===== src/rtl/ultrasound_pkg.sv =====
// Shared types and constants for the ultrasound echo receiver.
// The ECHO_GLITCH_FILTER_EN build macro is consumed by echo_qualifier.
package ultrasound_pkg;

    localparam int NUM_CH    = 4;
    localparam int TOF_W_DEF = 14;

    typedef enum logic [1:0] {
        IDLE,
        BLANK,
        LISTEN,
        REPORT
    } state_t;

endpackage


===== src/rtl/echo_qualifier.sv =====
// Per-channel comparator qualifier: 2-flop synchronizer plus optional
// debounce filter, enabled by defining ECHO_GLITCH_FILTER_EN.
module echo_qualifier #(
    parameter int DEBOUNCE = 8
) (
    input  logic clk_50M,
    input  logic rst,
    input  logic echo_in,
    output logic qual
);

    logic sync_q1;
    logic sync_q2;

    always_ff @(posedge clk_50M) begin
        if (rst) begin
            sync_q1 <= 1'b0;
            sync_q2 <= 1'b0;
        end else begin
            sync_q1 <= echo_in;
            sync_q2 <= sync_q1;
        end
    end

`ifdef ECHO_GLITCH_FILTER_EN
    localparam int CW = $clog2(DEBOUNCE + 1);

    logic [CW-1:0] run_cnt;

    // Saturates at DEBOUNCE so a held echo keeps qualifying.
    always_ff @(posedge clk_50M) begin
        if (rst || !sync_q2) begin
            run_cnt <= '0;
        end else if (run_cnt != CW'(DEBOUNCE)) begin
            run_cnt <= run_cnt + 1'b1;
        end
    end

    assign qual = (run_cnt == CW'(DEBOUNCE));
`else
    localparam int unused_debounce = DEBOUNCE;

    assign qual = sync_q2;
`endif

endmodule


===== src/rtl/ultrasound_echo_receiver.sv =====
// 4-channel echo timestamping receiver with valid/ready result stream.
// Define ECHO_GLITCH_FILTER_EN to debounce the comparator inputs.
module ultrasound_echo_receiver
    import ultrasound_pkg::*;
#(
    parameter int TICK_DIV  = 50,
    parameter int BLANK_US  = 300,
    parameter int WINDOW_US = 9500,
    parameter int DEBOUNCE  = 8,
    parameter int TOF_W     = TOF_W_DEF
) (
    input  logic             clk_50M,
    input  logic             rst,
    input  logic             launch,
    input  logic [3:0]       echo_in,
    output logic             res_valid,
    input  logic             res_ready,
    output logic [1:0]       res_ch,
    output logic             res_hit,
    output logic [TOF_W-1:0] res_tof,
    output logic             busy,
    output logic             missed
);

    localparam int CYC_W = (TICK_DIV > 1) ? $clog2(TICK_DIV) : 1;
    localparam int IDX_W = $clog2(NUM_CH);

    state_t state;
    state_t state_nxt;

    logic [CYC_W-1:0]  cyc_cnt;
    logic [TOF_W-1:0]  us_cnt;
    logic [NUM_CH-1:0] qual;
    logic [NUM_CH-1:0] hit;
    logic [TOF_W-1:0]  tof [NUM_CH];
    logic [IDX_W-1:0]  rpt_idx;

    logic start;
    logic counting;
    logic tick;
    logic win_end;
    logic accept;

    assign start    = (state == IDLE) && launch;
    assign counting = (state == BLANK) || (state == LISTEN);
    assign tick     = (cyc_cnt == CYC_W'(TICK_DIV - 1));
    assign win_end  = (us_cnt == TOF_W'(WINDOW_US));
    assign accept   = (state == REPORT) && res_ready;

    for (genvar i = 0; i < NUM_CH; i++) begin : g_qual
        echo_qualifier #(
            .DEBOUNCE(DEBOUNCE)
        ) u_qual (
            .clk_50M(clk_50M),
            .rst    (rst),
            .echo_in(echo_in[i]),
            .qual   (qual[i])
        );
    end

    always_ff @(posedge clk_50M) begin
        if (rst) begin
            state <= IDLE;
        end else begin
            state <= state_nxt;
        end
    end

    always_comb begin
        state_nxt = state;
        unique case (state)
            IDLE:    if (launch) state_nxt = BLANK;
            BLANK:   if (us_cnt == TOF_W'(BLANK_US)) state_nxt = LISTEN;
            LISTEN:  if (win_end || (&hit)) state_nxt = REPORT;
            REPORT:  if (res_ready && rpt_idx == IDX_W'(NUM_CH - 1))
                         state_nxt = IDLE;
            default: state_nxt = IDLE;
        endcase
    end

    always_ff @(posedge clk_50M) begin
        if (rst || start) begin
            cyc_cnt <= '0;
            us_cnt  <= '0;
        end else if (counting) begin
            cyc_cnt <= tick ? '0 : cyc_cnt + 1'b1;
            if (tick) us_cnt <= us_cnt + 1'b1;
        end
    end

    // First qualified echo per channel wins; the window-end cycle is excluded.
    always_ff @(posedge clk_50M) begin
        if (rst || start) begin
            hit <= '0;
            for (int i = 0; i < NUM_CH; i++) tof[i] <= '0;
        end else if (state == LISTEN && !win_end) begin
            for (int i = 0; i < NUM_CH; i++) begin
                if (qual[i] && !hit[i]) begin
                    hit[i] <= 1'b1;
                    tof[i] <= us_cnt;
                end
            end
        end
    end

    always_ff @(posedge clk_50M) begin
        if (rst || start) begin
            rpt_idx <= '0;
        end else if (accept) begin
            rpt_idx <= rpt_idx + 1'b1;
        end
    end

    always_comb begin
        res_valid = 1'b0;
        res_ch    = '0;
        res_hit   = 1'b0;
        res_tof   = '0;
        busy      = (state != IDLE);
        missed    = launch && (state != IDLE);
        if (state == REPORT) begin
            res_valid = 1'b1;
            res_ch    = rpt_idx;
            res_hit   = hit[rpt_idx];
            res_tof   = tof[rpt_idx];
        end
    end

endmodule


===== config.mk =====
export PLATFORM = sky130hd
export DESIGN_NAME = ultrasound_echo_receiver
export DESIGN_NICKNAME = d
export VERILOG_FILES = /design/src/rtl/ultrasound_pkg.sv /design/src/rtl/echo_qualifier.sv /design/src/rtl/ultrasound_echo_receiver.sv
export SDC_FILE = /design/constraint.sdc
export NUM_CORES = 1
export LEC_CHECK = 0
export ABC_AREA = 1
export CAP_MARGIN = 20
export CORE_MARGIN = 5
export CORE_UTILIZATION = 48
export CTS_CLUSTER_DIAMETER = 60
export DETAILED_ROUTE_END_ITERATION = 10
export PLACE_DENSITY = 0.76
export SLEW_MARGIN = 30
export SYNTH_ARGS = -nofsm -noshare
export SYNTH_HDL_FRONTEND = slang
export SYNTH_SLANG_ARGS = --single-unit

===== constraint.sdc =====
create_clock -name clk_50M -period 2.34 [get_ports clk_50M]
set_clock_uncertainty 0.05 [all_clocks]
set_input_delay 0.702 -clock clk_50M [delete_from_list [all_inputs] [get_ports clk_50M]]
set_output_delay 0.702 -clock clk_50M [all_outputs]
set_load 0.01 [all_outputs]

# Word-level counts from Yosys, hierarchy flattened
# Memories as Yosys holds them, arrays and structs flattened. A register that Yosys moved wholly into a read port is not among the register bits.
# Index checks and enable logic that the tools add are counted.
[word_totals]
ff_bits = 36
ramBits = 56
output_inout_bits = 20
word_cells = 98
memories = 1
[mem_list]
columns = ["memory", "words", "width", "rd", "rd_ports_with_merged_regs", "write_ports", "line", "rtl"]
rows = [
  ["tof", 4, 14, 1, 1, 4, "ultrasound_echo_receiver.sv:35", "logic [TOF_W-1:0] tof [NUM_CH];"],
]
[classes]
add_sub_neg = 3
magnitude_cmp = 1
n_eq_ne = 11
n_mux = 36
bitwise_logic = 4
reduce_logical = 26
[ops]
columns = ["op", "count"]
rows = [
  ["two-way mux 14 bit", 5],
  ["two-way mux 1 bit", 21],
  ["adder 14 x 1 -> 14 bit (second input constant)", 1],
  ["== test 14 bit (second input constant)", 1],
  ["== test 14 x 9 -> 1 bit (second input constant)", 1],
  ["two-way mux 2 bit", 7],
  ["AND reduction 2 bit", 5],
  ["logical AND 1 bit", 9],
  ["one-hot mux 2 bit (4 select lines)", 1],
  ["AND reduction 4 bit", 2],
  ["adder 6 x 1 -> 6 bit (second input constant)", 1],
  ["== test 2 bit (second input constant)", 3],
  ["== test 6 bit (second input constant)", 1],
  ["two-way mux 6 bit", 1],
  ["inequality test 2 x 1 -> 1 bit (second input constant)", 3],
  ["zero test 1 bit", 5],
  ["OR 1 bit", 4],
  ["logical OR 1 bit", 3],
  ["< comparator 2 x 3 -> 1 bit (second input constant)", 1],
  ["adder 2 x 1 -> 2 bit (second input constant)", 1],
  ["binary-select mux 1 bit (select 2 bit)", 1],
  ["== test 2 x 1 -> 1 bit (second input constant)", 1],
  ["zero test 2 bit", 1],
  ["inequality test 2 bit (second input constant)", 1],
  ["nonzero test 2 bit", 1],
]

# Logic depth before layout (Yosys ltp)
[depth]
ltp_word = 7
depth_mapped = 10

# Hierarchy
# Synthesis repeated with hierarchy kept, for this count alone.
[unflattened]
cells_unflattened = 489
area_unflattened_um2 = 4476.8
[by_module_without_submodules]
columns = ["module", "instances", "cells_per_inst", "area_per_inst_um2", "seq_area_each_um2"]
rows = [
  ["ultrasound_echo_receiver", 1, 465, 4256.6, 2282.2],
  ["echo_qualifier", 4, 6, 55.1, 40.0],
]

# Worst setup path after synthesis
# OpenSTA, ideal clock, no wires.
[synth_path]
kind = "input to register"
start = "input rst"
end = "memory tof[0][0] in the netlist's numbering, enable pin"
setup_time_ps = 346
arrival_ps = 1670
required_time_ps = 1944
slack_ps = 274
cell_stages = 4
n_path_buf = 2
path_cell_list = "buf_2 > a21oi_4 > buf_4 > nand2_1"
[synth_rtl]
columns = ["item", "line", "rtl"]
rows = [
  ["from (decl)", "ultrasound_echo_receiver.sv:13", "input logic rst,"],
  ["to (decl)", "ultrasound_echo_receiver.sv:35", ""],
]

==> flow_summary.ini <==
[synthesis]
synthTopCellsByArea = edfxtp_1, dfxtp_1, nor2_1
ys_seq_elements = 94
synth_common_cells = nor2_1, edfxtp_1, nand2_1
synth.top_cell.area_share_pct = 38.2
synthCells = 494
synthesis.nets = 512
syn_avg_cell_area_um2 = 8.91
yosys_warnings = 0
synth.distinct_cells = 27
ys.flop_type = edfxtp_1
synth_top_area_cell = edfxtp_1
ys_async_sr_fraction_pct = 0
synth_most_common_cell = nor2_1
synth_edf_count = 56
synth_area_um2 = 4400
ys_seq_area_share_pct = 55.5

[global_routing]
gr-total-overflow = 0
grt_pass1_vias = 3398
antenna_found_initial = 0
grt_first_pass_wirelength_mm = 16.1
grt_start_max_net_pins = 20
grt_usage_pct = 18.1

[sta]
finalHoldViolCount = 0
slew_viol_final = 0
tightest_slew_ns = 0.337
max_freq_mhz = 437
rsz0062_at_grt = true
finalSetupViolCount = 0
maxSlewHeadroom_pct = 77.4
period_share_pct = 97.9
fin_crit_ns = 2.29

[setup_path]
cp_cell_sequence = buf_12 -> inv_4 -> buf_6 -> o21ai_0 -> a21oi_1 -> buf_2
cp-start-kind = flop
worstSetupEndpointType = output port
slowest_delay_ns = 0.38
worstSetupPathType = reg2out
worstPathRequired_ns = 1.59
path_buf_inv = 4
critical-path-slowest-cell = dfxtp_4
cp.arrival_ns = 1.54
critical-path-top-delay-family = buffers and inverters
worstPathMaxFanout = 12

[route]
dr.pass1.iters = 5
wl_per_cell_um = 14.9
initialDrtViolationCount = 295
routed_via_density = 5.28
drc = 0
vias = 3440
ant_nets = 0
totalWireLength_mm = 9.71

[worst_hold_path]
worstHoldPathType = reg2reg

[power_and_ir_drop]
vdd_drop_max_mv = 0.343
seq_power_share_pct = 51.4
pwr-share-clk_pct = 26.7
leakage_nw = 1.89
swShare_pct = 28.8
p_comb_share_pct = 22.0
p_sw_mw = 1.17
p_int_mw = 2.89
cellPowerDensity_nw_per_um2 = 791
total_power_mw = 4.07

[placement]
routabilityCongestion = 0.892
port_buffers = 27
dp_hpwl_mm = 6.42

[final_layout]
n_antenna_cell = 0
syn_to_final_growth_pct = 16.8
nNetsFinal = 554
fin_util_pct = 56.4
drive_gt1_share_pct = 16.5

[clocking]
htree_levels = 3
clockBufferDepth = 2
clk_pin_slew_ns = 0.09
clk_latency_ns = 0.35
numCtsBuffers = 9
cts_sinks = 94
root_buffer = clkbuf_8
tritoncts = built

[floorplan]
std_cell_rows = 35
ios = 28
die_y_um = 106
die_w_um = 106
die_area_um2 = 11200
core-area_um2 = 9110
start_util_pct = 48.3

[run_status]
outcome = completed

[job]
maxCapViolCount = 0
==> layout by cell type (no fill, tap or decap), types with 2 or more instances in the layout <==
master             n
dfxtp_2            2
clkdlybuf4s50_1    7
inv_1             42
ha_1               8
nor2_2            17
xor2_1             6
o21ai_0           36
o21ai_1            3
nor3_1             9
nor2_1           129
buf_6              3
dlygate4sd2_1      4
nand4_4            4
nand2_1           52
a21oi_1           41
clkinvlp_4         3
buf_2             14
nand4_1            4
edfxtp_1          56
buf_12             8
nand3_1           16
buf_4              9
clkbuf_8          10
dfxtp_1           35
inv_2              4
clkbuf_2           2
==> metal layers <==
metal / global-route usage [%] / routed length (µm) / vias to the layer above / share of wire (%)
met1: 22.1 / 4080 / 1640 / 42
met2: 31.6 / 4970 / 79 / 51
met4: 6.38 / 206 / 0 / 2.1
met3: 3.61 / 442 / 20 / 4.6
li1: - / - / 1701 / -
met5: 0 / 0 / - / 0
==> registers in the layout, summed over array words and instances, names as in the netlist, named ones only <==
name	count
g_qual.u_qual.sync_q1	4
hit	4
g_qual.u_qual.qual	4
state	2
rpt_idx	2
tof	56
cyc_cnt	6
us_cnt	14
==> timing repair <==
item                       in CTS  in global routing
buffers inserted                1                  0
setup endpoints to repair      20                 15
hold buffers                    0                  0
gates cloned                    2                  0
gates resized for setup        70                 15
pin swaps                       2                  9
==> worst paths after layout <==
check	from	endpoint	slack [ns]	depth (start not counted)
max reg2reg	us_cnt[0]	tof[0][7]	0.45	10
min	g_qual[1].u_qual.sync_q1	g_qual[1].u_qual.qual	0.36	2
min reg2reg	g_qual[1].u_qual.sync_q1	g_qual[1].u_qual.qual	0.36	2
max	flop	res_tof[3]	0.05	6
==> power groups by stage <==
stage               sequential, mW  clock (mW)  combinational (mW)
finish                        2.09        1.08               0.894
global route                  2.11        1.17                1.00
CTS                           2.09        1.10               0.882
detailed placement            2.12           0               0.875
global placement              2.11           0               0.842
floorplan                     2.11           0               0.526
==> worst min-delay path, delay by kind of cell (launching register included) <==
family / cells / cell delay, ns
buffers and inverters: 1 / 0.04
flip-flops: 1 / 0.31
AND/OR/NAND/NOR: 1 / 0.03
==> final cells by class <==
| type | count | area (µm²) |
|---|---|---|
| clock buffer | 11 | 141 |
| clock inverter | 5 | 58.8 |
| fill | 784 | 3970 |
| inverter | 49 | 198 |
| multi-input combinational | 334 | 1680 |
| sequential | 94 | 2450 |
| tap | 111 | 139 |
| timing repair buffer | 48 | 474 |
==> stage by stage <==
stage	cell area (µm²)	cells	setup slack [ns]	hold WS, ns	setup TNS [ns]
detailed placement	4930	633	-0.259	0.349	-0.322
finish	5140	652	0.0493	0.361	0
CTS	5150	652	-0.0602	0.363	-0.0602
global placement	4930	633	-0.241	0.349	-0.241
floorplan	4400	494	0.274	0.338	0
global route	5140	652	-0.0306	0.370	-0.138
==> cells by family after synthesis <==
group	share of synthesized area [%]
buffers and inverters	6.74
xor gates and xnor gates	1.19
AOI/OAI and AO/OA	9.66
and+or+nand+nor	24.1
adders and majority gates	2.84
DFF	55.5
Note: power is estimated with default switching activity, not from simulation.
==> RTL edit (same settings) <==
The package constant `TOF_W_DEF` goes from 14 to 10.
--- a/src/rtl/ultrasound_pkg.sv
+++ b/src/rtl/ultrasound_pkg.sv
@@ -5,3 +5,3 @@
     localparam int NUM_CH    = 4;
-    localparam int TOF_W_DEF = 14;
+    localparam int TOF_W_DEF = 10;
 
Interface: changed (resized res_tof); port bits go from 28 to 24. No check against the original RTL was run, so the function may have changed too.
==> RTL edit against the unedited design <==
- clock power increased by 7%
- wire length fell by 24%
- design area down 19%
- worst setup slack improved by 0.086 ns
- synthesized area down 21%
- cell count fell by 17%
- total power decreased by 13%
- worst hold slack worse by 0.0033 ns
- core utilization increased by 1.8 points
- first-iteration DRC count is 40% lower
- sequential cell count decreased by 20
- global-route usage increased by 0.30 points
==> RTL edit: results (changes against the unedited design) <==
metric	value	unit	change
outcome	finished, final reports clean		
worstRegToRegCells	9		-1
synth_area_per_cell	8.77	sq um	-1.6%
pre_cts_ws	-0.278	ns	-0.0195 ns
critPathSlowestCell	clkdlybuf4s50_1		
yosys_warnings	0		unchanged
synth_edf_count	40		-29%
max-slew-margin-rel	69.9	%	-7.6 points
clk_latency	0.35	ns	about the same
ys_types	29		+7.4%
portBuffers	23		-15%
ir_worst_vdd	0.000492	V	+43%
power_density	856	mW/mm^2	+8.1%
cts_resized	41		-41%
finalWeightedCongestion	0.808		-9.4%
cts.clk_slew.worst_paths	0.07	ns	-0.02 ns
grt_pass1_wl	12600	um	-22%
vias_per_cell	5.07		-3.8%
first_pass_iters	4		-1
max_stage_delay	0.48	ns	+0.10 ns
place_hpwl	5190	um	-19%
p_leak	1.60	nW	-15%
nets	455		-18%
async_flop_share	0	%	unchanged
cts-buffers-inserted	9		unchanged
fill_cells	648		-17%
grt_max_degree	17		-15%
routed_wl	7330	um	-24%
drtIter0Drc	178		-40%
dpl_cell_area	0.00390	sq mm	-21%
reg_top3	tof (40), us_cnt (10), cyc_cnt (6)		
h-tree-depth	3		unchanged
synth_top_cells_by_area	edfxtp_1, dfxtp_1, nor2_1		
post_cts_buffers	1		unchanged
antenna_found_initial	0		unchanged
grt_pass1_vias	2750		-19%
place_inst	524		-17%
crit_fanout	2		-10
groute.usage.overall	18.4	%	+0.30 points
arrival	1.45	ns	-0.09 ns
via_count	2745		-20%
min_path_cells	2		unchanged
syn_nets	415		-19%
drive_above_1_share	16.3	%	-0.16 points
synth-seq-area-share	54.1	%	-1.4 points
diodes	0		unchanged
internal_power	2.51	mW	-13%
ys.flop_type	edfxtp_1		
synth_commonest_cells	nor2_1, inv_1, nand2_1		
[RTL edit: area by class of cell]
| cell class | instances | share of cell area (%) |
|---|---|---|
| Clock inverter | 3 | 0.693 |
| Timing Repair Buffer | 39 | 7.95 |
| Sequential cell | 74 | 45.6 |
| Multi-Input combinational cell | 264 | 32.6 |
| Tap cell | 99 | 2.98 |
| Clock buffer | 13 | 5.39 |
| Inverter | 49 | 4.76 |
[RTL edit: tightest hold or removal path, stage by stage (launching register included)]
cell	delay, ns
dfxtp_1	0.30
inv_1	0.04
nor2_1	0.03
[RTL edit: power by group through the flow]
stage | sequential (mW) | combinational (mW) | clock, mW
2_1_floorplan | 1.65 | 0.497 | 0
3_3_place_gp | 1.66 | 0.704 | 0
3_5_place_dp | 1.68 | 0.727 | 0
4_1_cts | 1.66 | 0.747 | 1.19
5_1_grt | 1.68 | 0.825 | 1.24
6_report | 1.66 | 0.733 | 1.16
[RTL edit: final timing paths]
kind / startpoint / end / slack, ns
max: launch / missed / 0.14
min: g_qual[0].u_qual.sync_q1 / g_qual[0].u_qual.qual / 0.36
max reg2reg: us_cnt[0] / tof[2][7] / 0.32
min reg2reg: g_qual[0].u_qual.sync_q1 / g_qual[0].u_qual.qual / 0.36
[RTL edit: per-layer routing]
layer	GRT usage [%]	wire length, um	up-vias
met5	0	0	-
met4	8.05	146	0
met3	3.71	476	14
met2	32.3	3610	85
met1	21.6	3100	1271
li1	-	-	1375
[RTL edit: cells by family after synthesis]
| kind of cell | share of synthesized area (%) |
|---|---|
| simple gates | 25.1 |
| xor+xnor | 0.755 |
| buf+inv | 7.44 |
| compound gates | 9.02 |
| flops | 54.1 |
| fa+ha+maj | 3.59 |
